--- config.mk ---
export PLATFORM = sky130hd
export DESIGN_NAME = thermo_monitor
export DESIGN_NICKNAME = d
export VERILOG_FILES = /design/src/rtl/thermo_pkg.sv /design/src/rtl/thermo_enc.sv /design/src/rtl/thermo_monitor.sv
export SDC_FILE = /design/constraint.sdc
export NUM_CORES = 1
export LEC_CHECK = 0
export ABC_AREA = 1
export BUFFER_PORTS_ARGS = -buffer_cell sky130_fd_sc_hd__buf_2
export CELL_PAD_IN_SITES_DETAIL_PLACEMENT = 2
export CELL_PAD_IN_SITES_GLOBAL_PLACEMENT = 2
export CORE_MARGIN = 3
export CORE_UTILIZATION = 35
export DETAILED_ROUTE_END_ITERATION = 10
export GPL_TIMING_DRIVEN = 0
export PLACE_DENSITY = 0.86
export SETUP_SLACK_MARGIN = 0.15
export SYNTH_ARGS = -nofsm -noshare
export SYNTH_HDL_FRONTEND = slang
export SYNTH_HIERARCHICAL = 1
export SYNTH_SLANG_ARGS = --single-unit
--- constraint.sdc ---
create_clock -name clk -period 7.3 [get_ports clk]
set_input_delay 0.73 -clock clk [delete_from_list [all_inputs] [get_ports clk]]
set_output_delay 0.73 -clock clk [all_outputs]
set_load 0.02 [all_outputs]
--- src/rtl/thermo_pkg.sv ---
// Shared types and constants for the thermometer-code monitor.
// Widths, the saturating count limit and the FSM state encoding live here.
package thermo_pkg;

  localparam int DATA_W  = 8;
  localparam int LEVEL_W = 4;
  localparam int CNT_W   = 8;

  localparam logic [LEVEL_W-1:0] FULL_LEVEL = LEVEL_W'(DATA_W);
  localparam logic [CNT_W-1:0]   COUNT_MAX  = 8'd255;

  typedef enum logic [1:0] {
    ST_EMPTY = 2'd0,
    ST_FILL  = 2'd1,
    ST_FULL  = 2'd2,
    ST_FAULT = 2'd3
  } state_t;

endpackage

--- src/rtl/thermo_enc.sv ---
// Combinational thermometer decoder: flags codes of contiguous ones from bit 0
// and reports how many ones they hold.
module thermo_enc
  import thermo_pkg::*;
(
  input  logic [DATA_W-1:0]  code,
  output logic [LEVEL_W-1:0] level,
  output logic               valid
);

  // x & (x+1) clears the lowest run of ones; only 2^n-1 codes leave nothing
  // behind (8'hFF wraps to zero, so it qualifies as well).
  always_comb begin
    valid = ((code & (code + DATA_W'(1))) == '0);
    level = '0;
    for (int i = 0; i < DATA_W; i++) begin
      level = level + LEVEL_W'(code[i]);
    end
  end

endmodule

--- src/rtl/thermo_monitor.sv ---
// Two-stage thermometer-code monitor: samples the upstream word, then tracks
// fill level, completed fills and coding errors with a small FSM.
module thermo_monitor
  import thermo_pkg::*;
(
  input  logic               clk,
  input  logic               reset,
  input  logic [DATA_W-1:0]  therm_in,
  input  logic               clr,
  output logic [LEVEL_W-1:0] level,
  output logic [1:0]         state,
  output logic               full_pulse,
  output logic               code_err,
  output logic               err_sticky,
  output logic [CNT_W-1:0]   fill_count
);

  logic [DATA_W-1:0]  therm_q;
  logic [LEVEL_W-1:0] level_q, level_d;
  state_t             state_q, state_d;
  logic               full_pulse_q, full_pulse_d;
  logic               code_err_q, code_err_d;
  logic               err_sticky_q, err_sticky_d;
  logic [CNT_W-1:0]   fill_count_q, fill_count_d;

  logic [LEVEL_W-1:0] enc_level;
  logic               enc_valid;
  logic               err_evt;
  logic               full_evt;

  thermo_enc u_enc (
    .code  (therm_q),
    .level (enc_level),
    .valid (enc_valid)
  );

  // NOTE: state uses non-blocking assignments so every flop samples the
  // pre-edge values, independent of statement order.
  always_ff @(posedge clk or negedge reset) begin
    if (!reset) begin
      therm_q      <= '0;
      level_q      <= '0;
      state_q      <= ST_EMPTY;
      full_pulse_q <= 1'b0;
      code_err_q   <= 1'b0;
      err_sticky_q <= 1'b0;
      fill_count_q <= '0;
    end else begin
      therm_q      <= therm_in;
      level_q      <= level_d;
      state_q      <= state_d;
      full_pulse_q <= full_pulse_d;
      code_err_q   <= code_err_d;
      err_sticky_q <= err_sticky_d;
      fill_count_q <= fill_count_d;
    end
  end

  // NOTE: every signal gets a default up front so no path leaves it
  // unassigned, which would otherwise infer a latch.
  always_comb begin
    state_d  = state_q;
    level_d  = level_q;
    err_evt  = 1'b0;
    full_evt = 1'b0;
    if (enc_valid && enc_level == '0) begin
      // An all-zero word is the upstream restart and recovers from any state.
      state_d = ST_EMPTY;
      level_d = '0;
    end else if (state_q != ST_FAULT) begin
      if (!enc_valid) begin
        err_evt = 1'b1;
      end else if (enc_level == level_q + LEVEL_W'(1)) begin
        level_d = enc_level;
        if (enc_level == FULL_LEVEL) begin
          state_d  = ST_FULL;
          full_evt = 1'b1;
        end else begin
          state_d = ST_FILL;
        end
      end else if (enc_level != level_q) begin
        err_evt = 1'b1;
      end
      if (err_evt) begin
        state_d = ST_FAULT;
      end
    end
  end

  always_comb begin
    full_pulse_d = full_evt;
    code_err_d   = err_evt;
    // A new error outranks a clear on the same cycle.
    err_sticky_d = err_evt | (err_sticky_q & ~clr);
    if (clr) begin
      fill_count_d = '0;
    end else if (full_evt && fill_count_q != COUNT_MAX) begin
      fill_count_d = fill_count_q + CNT_W'(1);
    end else begin
      fill_count_d = fill_count_q;
    end
  end

  assign level      = level_q;
  assign state      = state_q;
  assign full_pulse = full_pulse_q;
  assign code_err   = code_err_q;
  assign err_sticky = err_sticky_q;
  assign fill_count = fill_count_q;

endmodule

After elaboration in Yosys (flattened, before gate mapping)
Index checks and enable logic that the tools add are counted.
Cells by class
  $add $sub $neg: 10
  equal/unequal tests: 5
  mux-type cells: 24
  bitwise logic cells: 4
  reductions and logical operators: 12
Operators with widths (number)
  adder 4 x 1 -> 4 bit: 6
  adder 8 x 1 -> 8 bit (second input constant): 2
  two-way mux 4 bit: 4
  two-way mux 8 bit: 2
  two-way mux 1 bit: 12
  two-way mux 2 bit: 6
  bitwise AND 8 bit: 1
  zero test 8 bit: 1
  inequality test 8 bit (second input constant): 1
  nonzero test 2 bit: 4
  AND reduction 3 bit: 2
  nonzero test 3 bit: 2
  adder 4 x 1 -> 4 bit (second input constant): 1
  equality test 4 bit: 1
  equality test 4 bit (second input constant): 1
  zero test 4 bit: 1
  inequality test 4 bit: 1
  adder 1 x 1 -> 2 bit: 1
  logical AND 1 bit: 2
  inequality test 2 bit (second input constant): 1
  bitwise AND 1 bit: 1
  NOT 1 bit: 1
  bitwise OR 1 bit: 1
Storage, ports and cells
  bits in registers: 25
  bits of input ports: 11
  output and inout bits: 17
  word-level logic and storage cells: 62

Logic depth before layout (Yosys ltp)
  word-level depth: 16
  gate-level depth with buffers: 19
  gate-level depth less buffers: 19

Hierarchy
Netlist, hierarchy kept.
Modules (own cells, without submodules)
  thermo_monitor: instances 1, cells an instance 139, area an instance 1247.4 um^2, sequential area each 625.6 um^2
  thermo_enc: instances 1, cells an instance 41, area an instance 275.3 um^2, sequential area each 0.0 um^2

Worst setup path before layout
Ideal clock, no wire load.
  path kind: register -> register
  start point: register therm_q[0]
  end point: register level_q[0], in the netlist level[0]
  library setup time: 0.121 ns
  data arrival time: 3.490 ns
  required time: 7.179 ns
  setup slack: 3.688 ns
  cell stages (with the launch flop): 17
  buffers on the path: 0
  period minus slack after synthesis: 3.612 ns
  path through: dfrtp_1 -> fa_1 -> inv_1 -> fa_1 -> fa_1 -> inv_1 -> ha_1 -> inv_1 -> fa_1 -> inv_1 -> inv_1 -> nand4_1 -> or2_4 -> nand2_4 -> nand3_2 -> nand2_1 -> o21ai_1
On the way
  word-level cells in the longest chain between the ends: 11
  elaborated cells between the ends (all ways): 21
  those cells by class: 8 x add/sub; 1 x eq/ne; 4 x mux; 1 x bitwise; 7 x reduce/logical
Ends and longest elaborated chain
  start: declaration: line thermo_monitor.sv:18  | logic [DATA_W-1:0] therm_q;
  start signal: assignment: line thermo_monitor.sv:49  | therm_q <= therm_in;
  adder 1 x 1 -> 2 bit (*): line thermo_enc.sv:17  | level = level + LEVEL_W'(code[i]);
  adder 4 x 1 -> 4 bit (*) (6 in a row): line thermo_enc.sv:17
  net enc_level[1]: line thermo_monitor.sv:26  | logic [LEVEL_W-1:0] enc_level;
  zero test 4 bit: line thermo_monitor.sv:66  | if (enc_valid && enc_level == '0) begin
  logical AND 1 bit: line thermo_monitor.sv:66
  nonzero test 2 bit (no line)
  AND reduction 3 bit (no line)
  end signal: assignment: line thermo_monitor.sv:50  | level_q <= level_d;
  end: declaration: line thermo_monitor.sv:19  | logic [LEVEL_W-1:0] level_q, level_d;
Mark *: on every way through the listed nets, which the timed path passes. The rest lies on a longest branch. The select of a mux whose other input is x is not followed.
A chain may end at the register's enable or synchronous reset.

Final worst setup path
  start point: register therm_q[0]
  end point: register state_q[0], in the netlist state[0]
On the way
  word-level cells in the longest chain between the ends: 16
  elaborated cells between the ends (all ways): 30
  those cells by class: 8 x add/sub; 3 x eq/ne; 11 x mux; 1 x bitwise; 7 x reduce/logical
Ends and longest elaborated chain
  adder 1 x 1 -> 2 bit (*): line thermo_enc.sv:17
  adder 4 x 1 -> 4 bit (*) (6 in a row): line thermo_enc.sv:17
  net enc_level[2]: line thermo_monitor.sv:26
  inequality test 4 bit: line thermo_monitor.sv:81  | end else if (enc_level != level_q) begin
  two-way mux 1 bit: line thermo_monitor.sv:81
  two-way mux 1 bit: line thermo_monitor.sv:73  | end else if (enc_level == level_q + LEVEL_W'(1)) begin
  two-way mux 1 bit: line thermo_monitor.sv:71  | if (!enc_valid) begin
  two-way mux 1 bit: line thermo_monitor.sv:70  | end else if (state_q != ST_FAULT) begin
  two-way mux 1 bit: line thermo_monitor.sv:66
  two-way mux 2 bit: line thermo_monitor.sv:84  | if (err_evt) begin
  two-way mux 2 bit: line thermo_monitor.sv:70
  two-way mux 2 bit: line thermo_monitor.sv:66
  end signal: assignment: line thermo_monitor.sv:51  | state_q <= state_d;
  end: declaration: line thermo_monitor.sv:20  | state_t state_q, state_d;
Marks and branches as above.

==> results by group <==
Synthesis
  – Commonest cells post-synth: nand2_1, dfrtp_1, inv_1, nand3_1, nor2_1
  – Top cell type's share of synthesized area: 41.1%
  – Synth unique cells: 27
  – Post-Syn Instances: 180
  – Syn avg cell area: 8.46 um^2
  – Syn. warnings: 6
  – Cell with the most instances after synthesis: nand2_1
  – Post-Syn Area: 1520 um^2
  – Seq cells post-synth: 25
  – Top post-synthesis cells by area: dfrtp_1, nand2_1, nand3_1
  – Ys flop type: dfrtp_1
  – Syn_nets: 202
  – Sequential share of the synthesized area: 41.1%
  – Post-synth ARST share: 100%
  – Cell taking the most area after synthesis: dfrtp_1
  – Post-synth EDFFs: 0

Timing
  – Final WS setup: roughly 3.2 ns
  – Fin Clk Skew: 0.00868 ns
  – Pins Over Slew Limit: 0
  – Max_slew headroom: 61.6%
  – Slew at the pin closest to its max-slew limit: 0.577 ns
  – Final Hold Violating Endpoints: 0
  – FMAX: 244 MHz
  – Final worst-path cycle share: 56.1%
  – RSZ-0062 raised after global routing: no
  – Final setup viols: 0
  – Fin crit period: 4.10 ns
  – Setup TNS Final: 0 ns

Die
  – Ports: 28
  – Die area: 5180 um^2
  – Die H: 72.0 um
  – Row Count: 23
  – Core Area: 4090 um^2
  – Die Wd: 72.0 um
  – Initial Utilization: a little under two fifths

Cells and area
  – Filler instances: 497
  – Area Growth Syn to Fin: 16.0%
  – ANT cells: 0
  – Fraction of layout cells with a size suffix above 1: between 20% and 30%
  – Net count, final: 234

Drt
  – Drt wl/cell: 17.5 um
  – First-pass DRT Iterations: 4
  – DR vias: 1308
  – ANT nets after route: 0
  – DRC viols: 0
  – Initial drt markers: 49
  – Vias per inst: 5.01
  – Post-Route WL: ~4600 um

Placement
  – Final GP Congestion: roughly 0.83
  – Hpwl dp: 3310 um
  – Place WS: 3.25 ns
  – Port Buffers: 27

Critical path
  – Worst path required time: ~7.5 ns
  – Crit path cell chain: fa_1 -> inv_1 -> fa_1 -> fa_1 -> inv_1 -> ha_1 -> inv_1 -> fa_1 -> xnor2_1 -> inv_1 -> nand2_1 -> a21oi_1 -> nor2_4 -> nand2_4 -> nand4_1 -> nand2_1 -> nor2_1 -> nor2_1
  – Buf+Inv Stages, Crit Path: 4
  – CP Class: flop to flop
  – Worst Path Max Fanout: 5
  – Worst path arrival time: approximately 4.3 ns
  – Slowest CP cell: fa_1
  – Setup crit end kind: flop
  – Slowest stage delay, CP: 0.55 ns
  – CP Launch Type: flop
  – Top Family by Delay on Critical Path: adder cells

Clock network
  – CTS hold repair buffers: 0
  – Root Buffer Master: clkbuf_8
  – Inserted Clock Buffers: 3
  – Maximum root-to-sink buffer count: 2
  – CTS tree: done
  – Post-CTS Setup Bufs: 0
  – Sink Count: 25
  – CTS clk-pin slew, worst paths: around 0.1 ns
  – H-tree level count: 1
  – Worst-skew pair later-pin latency: 0.28 ns
  – CTS resizes: 0

Global route
  – Total GRT Usage: 19.9%
  – First-pass GRT wire length: roughly 7800 um
  – Grt met3 use: under 10%
  – Initial antenna violation count: 0
  – Met2 usage: 36.5%
  – Total gr overflow: 0
  – Largest net degree at the start of global routing: 26
  – Busiest grt layer: met2
  – Vias in the first global route: about 1500
  – Met1 Use GR: a little under a quarter

Run status
  – Status: complete, no violations

Power and ir drop
  – Pwr dens: around 280 nW/um^2
  – Pleak: 0.957 nW
  – VDD IR-drop max: 112 uV

Flow run
  – Maxcap violations: 0

Hold path
  – Hold/Removal Path Class: input port to async pin
-- registers in the layout, indices dropped and copies added (netlist names) --
signal / flops
code_err: 1
full_pulse: 1
state: 2
therm_q: 8
level: 4
err_sticky: 1
fill_count: 8
-- through the flow --
step | power, mW | hold slack [ns] | std cells | area (um^2) | utilization (%)
finish | 0.491 | 0.427 | 261 | 1770 | 43.2
global route | 0.528 | 0.468 | 261 | 1770 | 43.2
CTS | 0.497 | 0.452 | 261 | 1770 | 43.2
detailed placement | 0.401 | 0.468 | 257 | 1720 | 42.1
global placement | 0.381 | 0.468 | 257 | 1720 | 42.1
floorplan | 0.335 | 0.434 | 180 | 1520 | -
-- report_power, final --
part	switching [mW]	internal [mW]	total (mW)
sequential	0.0197	0.157	0.177
combinational	0.153	0.0743	0.227
clock	0.0485	0.0384	0.0869
total	0.221	0.270	0.491
-- cell usage in the layout, fill, tap and decap left out, types with 2 or more instances in the layout --
master    count
a21oi_1       2
inv_1        24
nand2_4       3
clkbuf_8      3
inv_2         3
nand2_1      47
fa_1          4
buf_2        28
ha_1          7
xnor2_1       4
nand4_1       3
xor2_1        6
nor2_4        2
nand3_1      20
nor2_1       12
dfrtp_1      25
o21ai_1       6
-- per-layer routing --
layer | routed length [um] | vias up | part of all wire (%)
met1 | 1880 | 654 | 41
met3 | 103 | 6 | 2.3
li1 | - | 628 | -
met2 | 2480 | 20 | 54
met5 | 0 | - | 0
met4 | 98 | 0 | 2.2
-- cell type report --
type	instances	area (um^2)	area share, %
clock inverters	1	5.00	0.283
multi-input cells	127	791	44.8
repair buffers	27	135	7.65
flip-flops and latches	25	626	35.4
well taps	50	62.6	3.54
inverters	27	101	5.74
clock buffers	3	41.3	2.34
plain buffers	1	5.00	0.283
-- logic make-up (layout without fill, tap and decap cells) --
kind of cell             Yosys count  after routing  synth area share (%)
AND/OR/NAND/NOR                   94             94                  30.6
buffers and inverters             28             59                  6.98
flip-flops                        25             25                  41.1
AO/OA/AOI/OAI                     12             12                  4.52
adder cells (fa/ha/maj)           11             11                  11.0
XOR/XNOR                          10             10                  5.75
-- path summary, 6_finish.rpt --
check / depth (start not counted) / slack, ns / from / endpoint
worst max-delay path: 18 / 3.20 / therm_q[0]$_DFF_PN0_ / state[0]$_DFFE_PN0P_
worst min-delay path: 1 / 0.43 / reset / state[1]$_DFFE_PN0P_
worst max register to register: 18 / 3.20 / therm_q[0]$_DFF_PN0_ / state[0]$_DFFE_PN0P_
worst min register to register: 2 / 0.53 / err_sticky$_DFF_PN0_ / err_sticky$_DFF_PN0_
max in group asynchronous: 1 / 6.48 / reset / fill_count[1]$_DFFE_PN0P_
min in group clk: 2 / 0.53 / err_sticky$_DFF_PN0_ / err_sticky$_DFF_PN0_
Note: power is estimated with default switching activity, not from simulation.
